### config.mk
export PLATFORM = sky130hd
export DESIGN_NAME = brent_kung
export DESIGN_NICKNAME = d
export VERILOG_FILES = /design/src/rtl/brent_kung.sv
export SDC_FILE = /design/constraint.sdc
export NUM_CORES = 1
export LEC_CHECK = 0
export ABC_CLOCK_PERIOD_IN_PS = 2510
export BUFFER_PORTS_ARGS = -buffer_cell sky130_fd_sc_hd__buf_4
export CAP_MARGIN = 25
export CORE_ASPECT_RATIO = 0.9
export CORE_UTILIZATION = 41
export DETAILED_ROUTE_END_ITERATION = 8
export PLACE_DENSITY = 0.75
export SLEW_MARGIN = 20
export SYNTH_ARGS = -nofsm -noshare
export SYNTH_HDL_FRONTEND = slang
export SYNTH_SLANG_ARGS = --single-unit
### constraint.sdc
create_clock -name clk -period 2.51 [get_ports clk]
set_input_delay 0.251 -clock clk [delete_from_list [all_inputs] [get_ports clk]]
set_output_delay 0.251 -clock clk [all_outputs]
set_load 0.01 [all_outputs]
### src/rtl/brent_kung.sv
// brent_kung: registered Brent-Kung parallel-prefix adder.
//
// Adds two (ADDER_SIZE-1)-bit unsigned operands A and B plus cin and
// registers the (ADDER_SIZE-1)-bit sum and the carry out of the top bit.
// Prefix position 0 carries cin (as a pure generate), positions
// 1..ADDER_SIZE-1 carry the operand bits, so the tree spans ADDER_SIZE
// positions.
//
// Optional feature, controlled by the macro BRENT_KUNG_INPUT_REG_EN:
//   defined   - A, B and cin are registered ahead of the tree (2-cycle latency)
//   undefined - the tree is fed straight from the ports (1-cycle latency)
//
// Reset is synchronous and active-low; every register clears to zero.

module brent_kung #(
    parameter int ADDER_SIZE = 16,
    parameter int GROUP_SIZE = 4,
    parameter int lev        = 3
) (
    input  logic                  clk,
    input  logic                  rst_n,
    input  logic [ADDER_SIZE-1:1] A,
    input  logic [ADDER_SIZE-1:1] B,
    input  logic                  cin,
    output logic [ADDER_SIZE-1:1] sum,
    output logic                  cout
);

    // ------------------------------------------------------------------
    // Derived tree geometry
    // ------------------------------------------------------------------
    // LOG_G upsweep levels close each GROUP_SIZE group; the remaining
    // LOG_N-LOG_G levels combine group results across groups.  Together
    // with the intra-group closing stage that makes lev group-level stages.
    localparam int LOG_N      = $clog2(ADDER_SIZE);
    localparam int LOG_G      = $clog2(GROUP_SIZE);
    localparam int NUM_GROUPS = ADDER_SIZE / GROUP_SIZE;

    // ------------------------------------------------------------------
    // Parameter legality: refuse to elaborate a tree that cannot be built
    // ------------------------------------------------------------------
    generate
        if (GROUP_SIZE < 2 || (GROUP_SIZE & (GROUP_SIZE - 1)) != 0) begin : g_bad_group
            $error("brent_kung: GROUP_SIZE=%0d must be a power of two >= 2", GROUP_SIZE);
        end
        if (ADDER_SIZE < GROUP_SIZE || (ADDER_SIZE % GROUP_SIZE) != 0 ||
            (NUM_GROUPS & (NUM_GROUPS - 1)) != 0) begin : g_bad_size
            $error("brent_kung: ADDER_SIZE=%0d must be a power-of-two multiple of GROUP_SIZE=%0d",
                   ADDER_SIZE, GROUP_SIZE);
        end
        if (lev != $clog2(NUM_GROUPS) + 1) begin : g_bad_lev
            $error("brent_kung: lev=%0d inconsistent, expected %0d",
                   lev, $clog2(NUM_GROUPS) + 1);
        end
    endgenerate

    // ------------------------------------------------------------------
    // Prefix-tree primitives
    // ------------------------------------------------------------------
    // Group generate/propagate pair carried through the tree.
    typedef struct packed {
        logic g;
        logic p;
    } gp_t;

    // Carry combine operator: (G,P) o (G',P') = (G | P&G', P&P').
    // 'hi' is the more significant span, 'lo' the adjacent lower span.
    function automatic gp_t gp_combine(input gp_t hi, input gp_t lo);
        gp_t res;
        res.g = hi.g | (hi.p & lo.g);
        res.p = hi.p & lo.p;
        return res;
    endfunction

    // Brent-Kung prefix over all ADDER_SIZE positions.  Returns c[i], the
    // carry out of position i, i.e. the group generate of span [i:0].
    // Nodes are updated in place: at every level the source node of a
    // combine is never itself a target at that level, so ordering within a
    // level does not matter.
    function automatic logic [ADDER_SIZE-1:0] bk_carries(
        input logic [ADDER_SIZE-1:0] g_bit,
        input logic [ADDER_SIZE-1:0] p_bit
    );
        gp_t                   node [ADDER_SIZE];
        logic [ADDER_SIZE-1:0] carry;

        for (int i = 0; i < ADDER_SIZE; i++) begin
            node[i].g = g_bit[i];
            node[i].p = p_bit[i];
        end

        // Upsweep inside each GROUP_SIZE group: after these levels the top
        // node of every group holds the whole group's (G,P).
        for (int l = 1; l <= LOG_G; l++) begin
            for (int i = (1 << l) - 1; i < ADDER_SIZE; i += (1 << l)) begin
                node[i] = gp_combine(node[i], node[i - (1 << (l - 1))]);
            end
        end

        // Upsweep across groups: pair group results into ever wider spans
        // until the top node holds the span [ADDER_SIZE-1:0].
        for (int l = LOG_G + 1; l <= LOG_N; l++) begin
            for (int i = (1 << l) - 1; i < ADDER_SIZE; i += (1 << l)) begin
                node[i] = gp_combine(node[i], node[i - (1 << (l - 1))]);
            end
        end

        // Downsweep: every node midway between two completed prefixes picks
        // up the completed prefix just below its own span.
        for (int l = LOG_N - 1; l >= 1; l--) begin
            for (int i = (3 << (l - 1)) - 1; i < ADDER_SIZE; i += (1 << l)) begin
                node[i] = gp_combine(node[i], node[i - (1 << (l - 1))]);
            end
        end

        for (int i = 0; i < ADDER_SIZE; i++) begin
            carry[i] = node[i].g;
        end
        return carry;
    endfunction

    // ------------------------------------------------------------------
    // Operand source: optional input register stage
    // ------------------------------------------------------------------
    logic [ADDER_SIZE-1:1] a_core;
    logic [ADDER_SIZE-1:1] b_core;
    logic                  cin_core;

`ifdef BRENT_KUNG_INPUT_REG_EN
    logic [ADDER_SIZE-1:1] a_q;
    logic [ADDER_SIZE-1:1] b_q;
    logic                  cin_q;

    // Capture operands one cycle ahead of the tree; cleared by reset so an
    // in-flight operand is discarded along with the output.
    // NOTE: clocked state uses non-blocking (<=) so every register samples
    // the pre-edge values regardless of statement order.
    always_ff @(posedge clk) begin
        if (!rst_n) begin
            a_q   <= '0;
            b_q   <= '0;
            cin_q <= 1'b0;
        end else begin
            a_q   <= A;
            b_q   <= B;
            cin_q <= cin;
        end
    end

    assign a_core   = a_q;
    assign b_core   = b_q;
    assign cin_core = cin_q;
`else
    assign a_core   = A;
    assign b_core   = B;
    assign cin_core = cin;
`endif

    // ------------------------------------------------------------------
    // Combinational adder core
    // ------------------------------------------------------------------
    logic [ADDER_SIZE-1:0] g_bit;
    logic [ADDER_SIZE-1:0] p_bit;
    logic [ADDER_SIZE-1:0] carry;
    logic [ADDER_SIZE-1:1] sum_next;
    logic                  cout_next;

    // Bit-level generate/propagate, prefix carries and sum bits.
    // NOTE: every always_comb output gets a default first, so no path can
    // leave a value held and infer a latch.
    always_comb begin
        g_bit     = '0;
        p_bit     = '0;
        carry     = '0;
        sum_next  = '0;
        cout_next = 1'b0;

        // Position 0 is the carry-in: a generate with no propagate.
        g_bit[0]              = cin_core;
        p_bit[0]              = 1'b0;
        g_bit[ADDER_SIZE-1:1] = a_core & b_core;
        p_bit[ADDER_SIZE-1:1] = a_core ^ b_core;

        carry = bk_carries(g_bit, p_bit);

        // sum[i] = p[i] ^ c[i-1]; c[0] is the carry out of the cin slot.
        sum_next  = p_bit[ADDER_SIZE-1:1] ^ carry[ADDER_SIZE-2:0];
        cout_next = carry[ADDER_SIZE-1];
    end

    // ------------------------------------------------------------------
    // Output register
    // ------------------------------------------------------------------
    // Register the result; reset wins over any input at the same edge.
    always_ff @(posedge clk) begin
        if (!rst_n) begin
            sum  <= '0;
            cout <= 1'b0;
        end else begin
            sum  <= sum_next;
            cout <= cout_next;
        end
    end

endmodule

; Word-level counts from Yosys, hierarchy flattened
; Cells that the tools add are included.
[totals]
regBits = 16
[op_classes]
bitwise_logic = 66
[op_table]
columns = operator, count
row1 = $and A1 B1 Y1, 37
row2 = $xor A15 B15 Y15, 2
row3 = $or A1 B1 Y1, 26
row4 = $and A15 B15 Y15, 1

; Longest topological paths before layout
[depth]
ltp_word = 14
ltp_mapped = 10
mapped_depth_nobuf = 10

; Worst setup path after synthesis
; Ideal clock, no wire load.
[synth_path]
path_kind = input to register
from = input port A[3] (netlist name)
to = register sum[15] (netlist name)
t_arrival_ns = 2.253
required_ns = 2.395
path_slack_ns = 0.142
cell_stages = 9
setup_ns = 0.115
path_cell_list = ha_1 > o211ai_2 > a21oi_1 > or3b_1 > a41o_1 > a21bo_2 > fa_1 > xor2_1 > and2_1
[synth_via]
elab_chain_cells = 13
word_cells_on_any_way = 16
classes_between = bitwise: 16
[synth_rtl]
columns = element, line_no
row1 = start: declaration, 22  ; input logic [ADDER_SIZE-1:1] A,
row2 = $xor A15 B15 Y15, 182  ; p_bit[ADDER_SIZE-1:1] = a_core ^ b_core;
row3 = "$and A1 B1 Y1, on equally long branches", "70, 71"
row4 = $or A1 B1 Y1 or $and A1 B1 Y1 (tied branches), 70  ; res.g = hi.g | (hi.p & lo.g);
row5 = $or A1 B1 Y1 (*), 70
row6 = $and A1 B1 Y1 (*), 70
row7 = $or A1 B1 Y1 (*), 70
row8 = $and A1 B1 Y1 (*), 70
row9 = $or A1 B1 Y1 (*), 70
row10 = $and A1 B1 Y1 (*), 70
row11 = $or A1 B1 Y1 (*), 70
row12 = $and A1 B1 Y1 (*), 70
row13 = $or A1 B1 Y1 (*), 70
row14 = $xor A15 B15 Y15 (*), 187  ; sum_next = p_bit[ADDER_SIZE-1:1] ^ carry[ADDER_SIZE-2:0];
row15 = end signal: assignment, 200  ; sum <= sum_next;
row16 = end: declaration, 25  ; output logic [ADDER_SIZE-1:1] sum,
; Mark *: on every way between the ends. The rest lies on a longest branch, timed or not.
; A chain may end at the register's enable or synchronous reset.

; Final worst setup path
; Same ends and word-level chain as after synthesis.

==> results_dict.tcl <==
set metrics [dict create \
    holdPathStages 2 \
    critPathMaxFanout 2 \
    min_from "rst_n" \
    ys_ff_latch 16 \
    final-hold-violation-count 0 \
    vias 852 \
    synth-seq-area-share 0.310 \
    yosysTopAreaCellShare 0.310 \
    port_buffers 48 \
    row_count 16 \
    firstDrtPassIters 4 \
    ys.flop_type "dfxtp_1" \
    period_share 0.878 \
    wirelength_um 2020 \
    tightest_slew_ps 269 \
    max-cap-violations 0 \
    die_h_um 49.6 \
    postRouteAntennaNets 0 \
    gr-total-overflow 0 \
    netlist_area_um2 1030 \
    synth_nets 156 \
    grt_setup_unrepaired "false" \
    drive_gt1_frac 0.372 \
    n_antenna_cell 0 \
    synth_edf_count 0 \
    root_buffer "clkbuf_4" \
    p_leak_nw 0.771 \
    synth_area_leader_cell "dfxtp_1" \
    drt_iter0_drc 9 \
    hold_path_class "primary input to register" \
    crit_required_ps 2710 \
    grt_usage 0.174 \
    antenna_found_initial 0 \
    p_per_area_nw_per_um2 495 \
    maxSlewViolCount 0 \
    total_power_uw 737 \
    cp_data_arrival_time_ps 2400 \
    syn_to_final_growth_pct 44.2 \
    die_x_um 54.9 \
    cts_setup_buffers 0 \
    synthTopCellsByArea "dfxtp_1 31%, ha_1 17%, fa_1 16%, and2_1 6.7%, inv_1 4.0%" \
    start_util 0.452 \
    end_kind "register" \
    path_class "primary input to register" \
    dp_hpwl_um 1760 \
    fmax_mhz 454 \
    nets 212 \
    grt_pass1_wl_um 3410 \
    via_per_inst 4.66 \
    synthesis.instances 101 \
    clkTransAtPathRegs_ps 100 \
    vdd_ir_drop_max_mv 0.320 \
    layout_commonest_cell "buf_4" \
    cts_tree "built" \
    utilization 0.652 \
    slew_headroom 0.819 \
    routabilityCongestion 0.746 \
    grt_pass1_vias 868 \
    final_cell_mix "52 x buf_4, 16 x dfxtp_1, 14 x ha_1" \
    cts_resized 0 \
    coreArea_um2 2280 \
    placedCellCount 179 \
    syn_area_per_cell_um2 10.2 \
    grt_max_degree 18 \
    synth-async-reset-ratio 0 \
    cts-buffers-inserted 3 \
    cts_hold_buf 0 \
    outcome "finished, final reports clean" \
    clockBufferDepth 2 \
    fin_cells 183 \
    startpoint_type "primary input" \
    routedWlPerCell_um 11.0 \
    yosysWarnings 0 \
    setup_viol 0 \
    regArea_um2 320 \
    fill_cells 195 \
    io_pins 49 \
    synthDistinctLibCells 24 \
    dieArea_um2 2720 \
    clock_sink_count 16 \
    cts_max_level 1 \
    multi_input_comb_area_um2 667 \
    drc 0 \
    hold_path_end "sum[13]" \
    fin_crit_ps 2200 \
]
-- cell type report --
class	instances	area share
inverter	11	0.0277
tap	27	0.0227
clock buffer	4	0.0244
multi-input combinational	73	0.448
timing repair buffer	52	0.262
sequential	16	0.215
-- worst max path at each step --
stage | to | slack, ps | start | cells past startpoint
floorplan | sum[15] | 140 | A[3] | 9
global placement | sum[15] | 30 | A[3] | 10
finish | sum[15] | 310 | A[3] | 10
global route | sum[15] | 200 | A[1] | 11
detailed placement | sum[15] | -30 | A[3] | 10
CTS | sum[15] | 280 | A[3] | 10
-- metrics by stage --
stage               TNS [ps]  hold slack, ps  setup slack (ps)  instance area (um^2)
global placement           0             589              30.6                  1450
floorplan                  0             377               142                  1030
detailed placement     -26.7             596             -26.7                  1450
CTS                        0             293               285                  1490
global route               0             283               196                  1490
finish                     0             285               307                  1490
-- registers in the layout, summed over array words and instances, names as in the netlist --
name	count
sum	15
cout	1
-- cells by family after synthesis --
kind of cell	share of synthesized area
and+or+nand+nor	0.150
adders and majority gates	0.325
xor gates and xnor gates	0.0594
buffers and inverters	0.0436
AOI/OAI and AO/OA	0.112
DFF	0.310
-- power breakdown --
group          leakage (nW)  internal (mW)  switching, mW
logic                 0.617          0.152          0.114
registers             0.133          0.288        0.00801
clock network        0.0210         0.0885         0.0860
-- synthesized netlist by cell type (2+ instances only) --
cell and count:
dfxtp_1 16, ha_1 14, and2_1 11, inv_1 11
fa_1 8, a21oi_1 7, nor2b_1 5, xnor2_1 4
nand2_1 3, nor2_1 3, o21ai_0 3, xor2_1 3
nand2b_1 2
-- critical path, cell delays in order --
cell	delay (ps)
buf_4	110
ha_1	310
o211ai_2	160
a21oi_1	80
or3b_1	370
a41o_1	260
a21bo_2	200
fa_1	370
xor2_1	140
and2_1	150
-- metal layers --
| layer | vias up | GRT usage | share of wire |
|---|---|---|---|
| met2 | 37 | 0.299 | 0.49 |
| met5 | - | 0 | 0 |
| li1 | 442 | - | - |
| met1 | 369 | 0.196 | 0.40 |
| met4 | 0 | 0.0875 | 0.022 |
| met3 | 4 | 0.0309 | 0.080 |
Note: power is estimated with default switching activity, not from simulation.
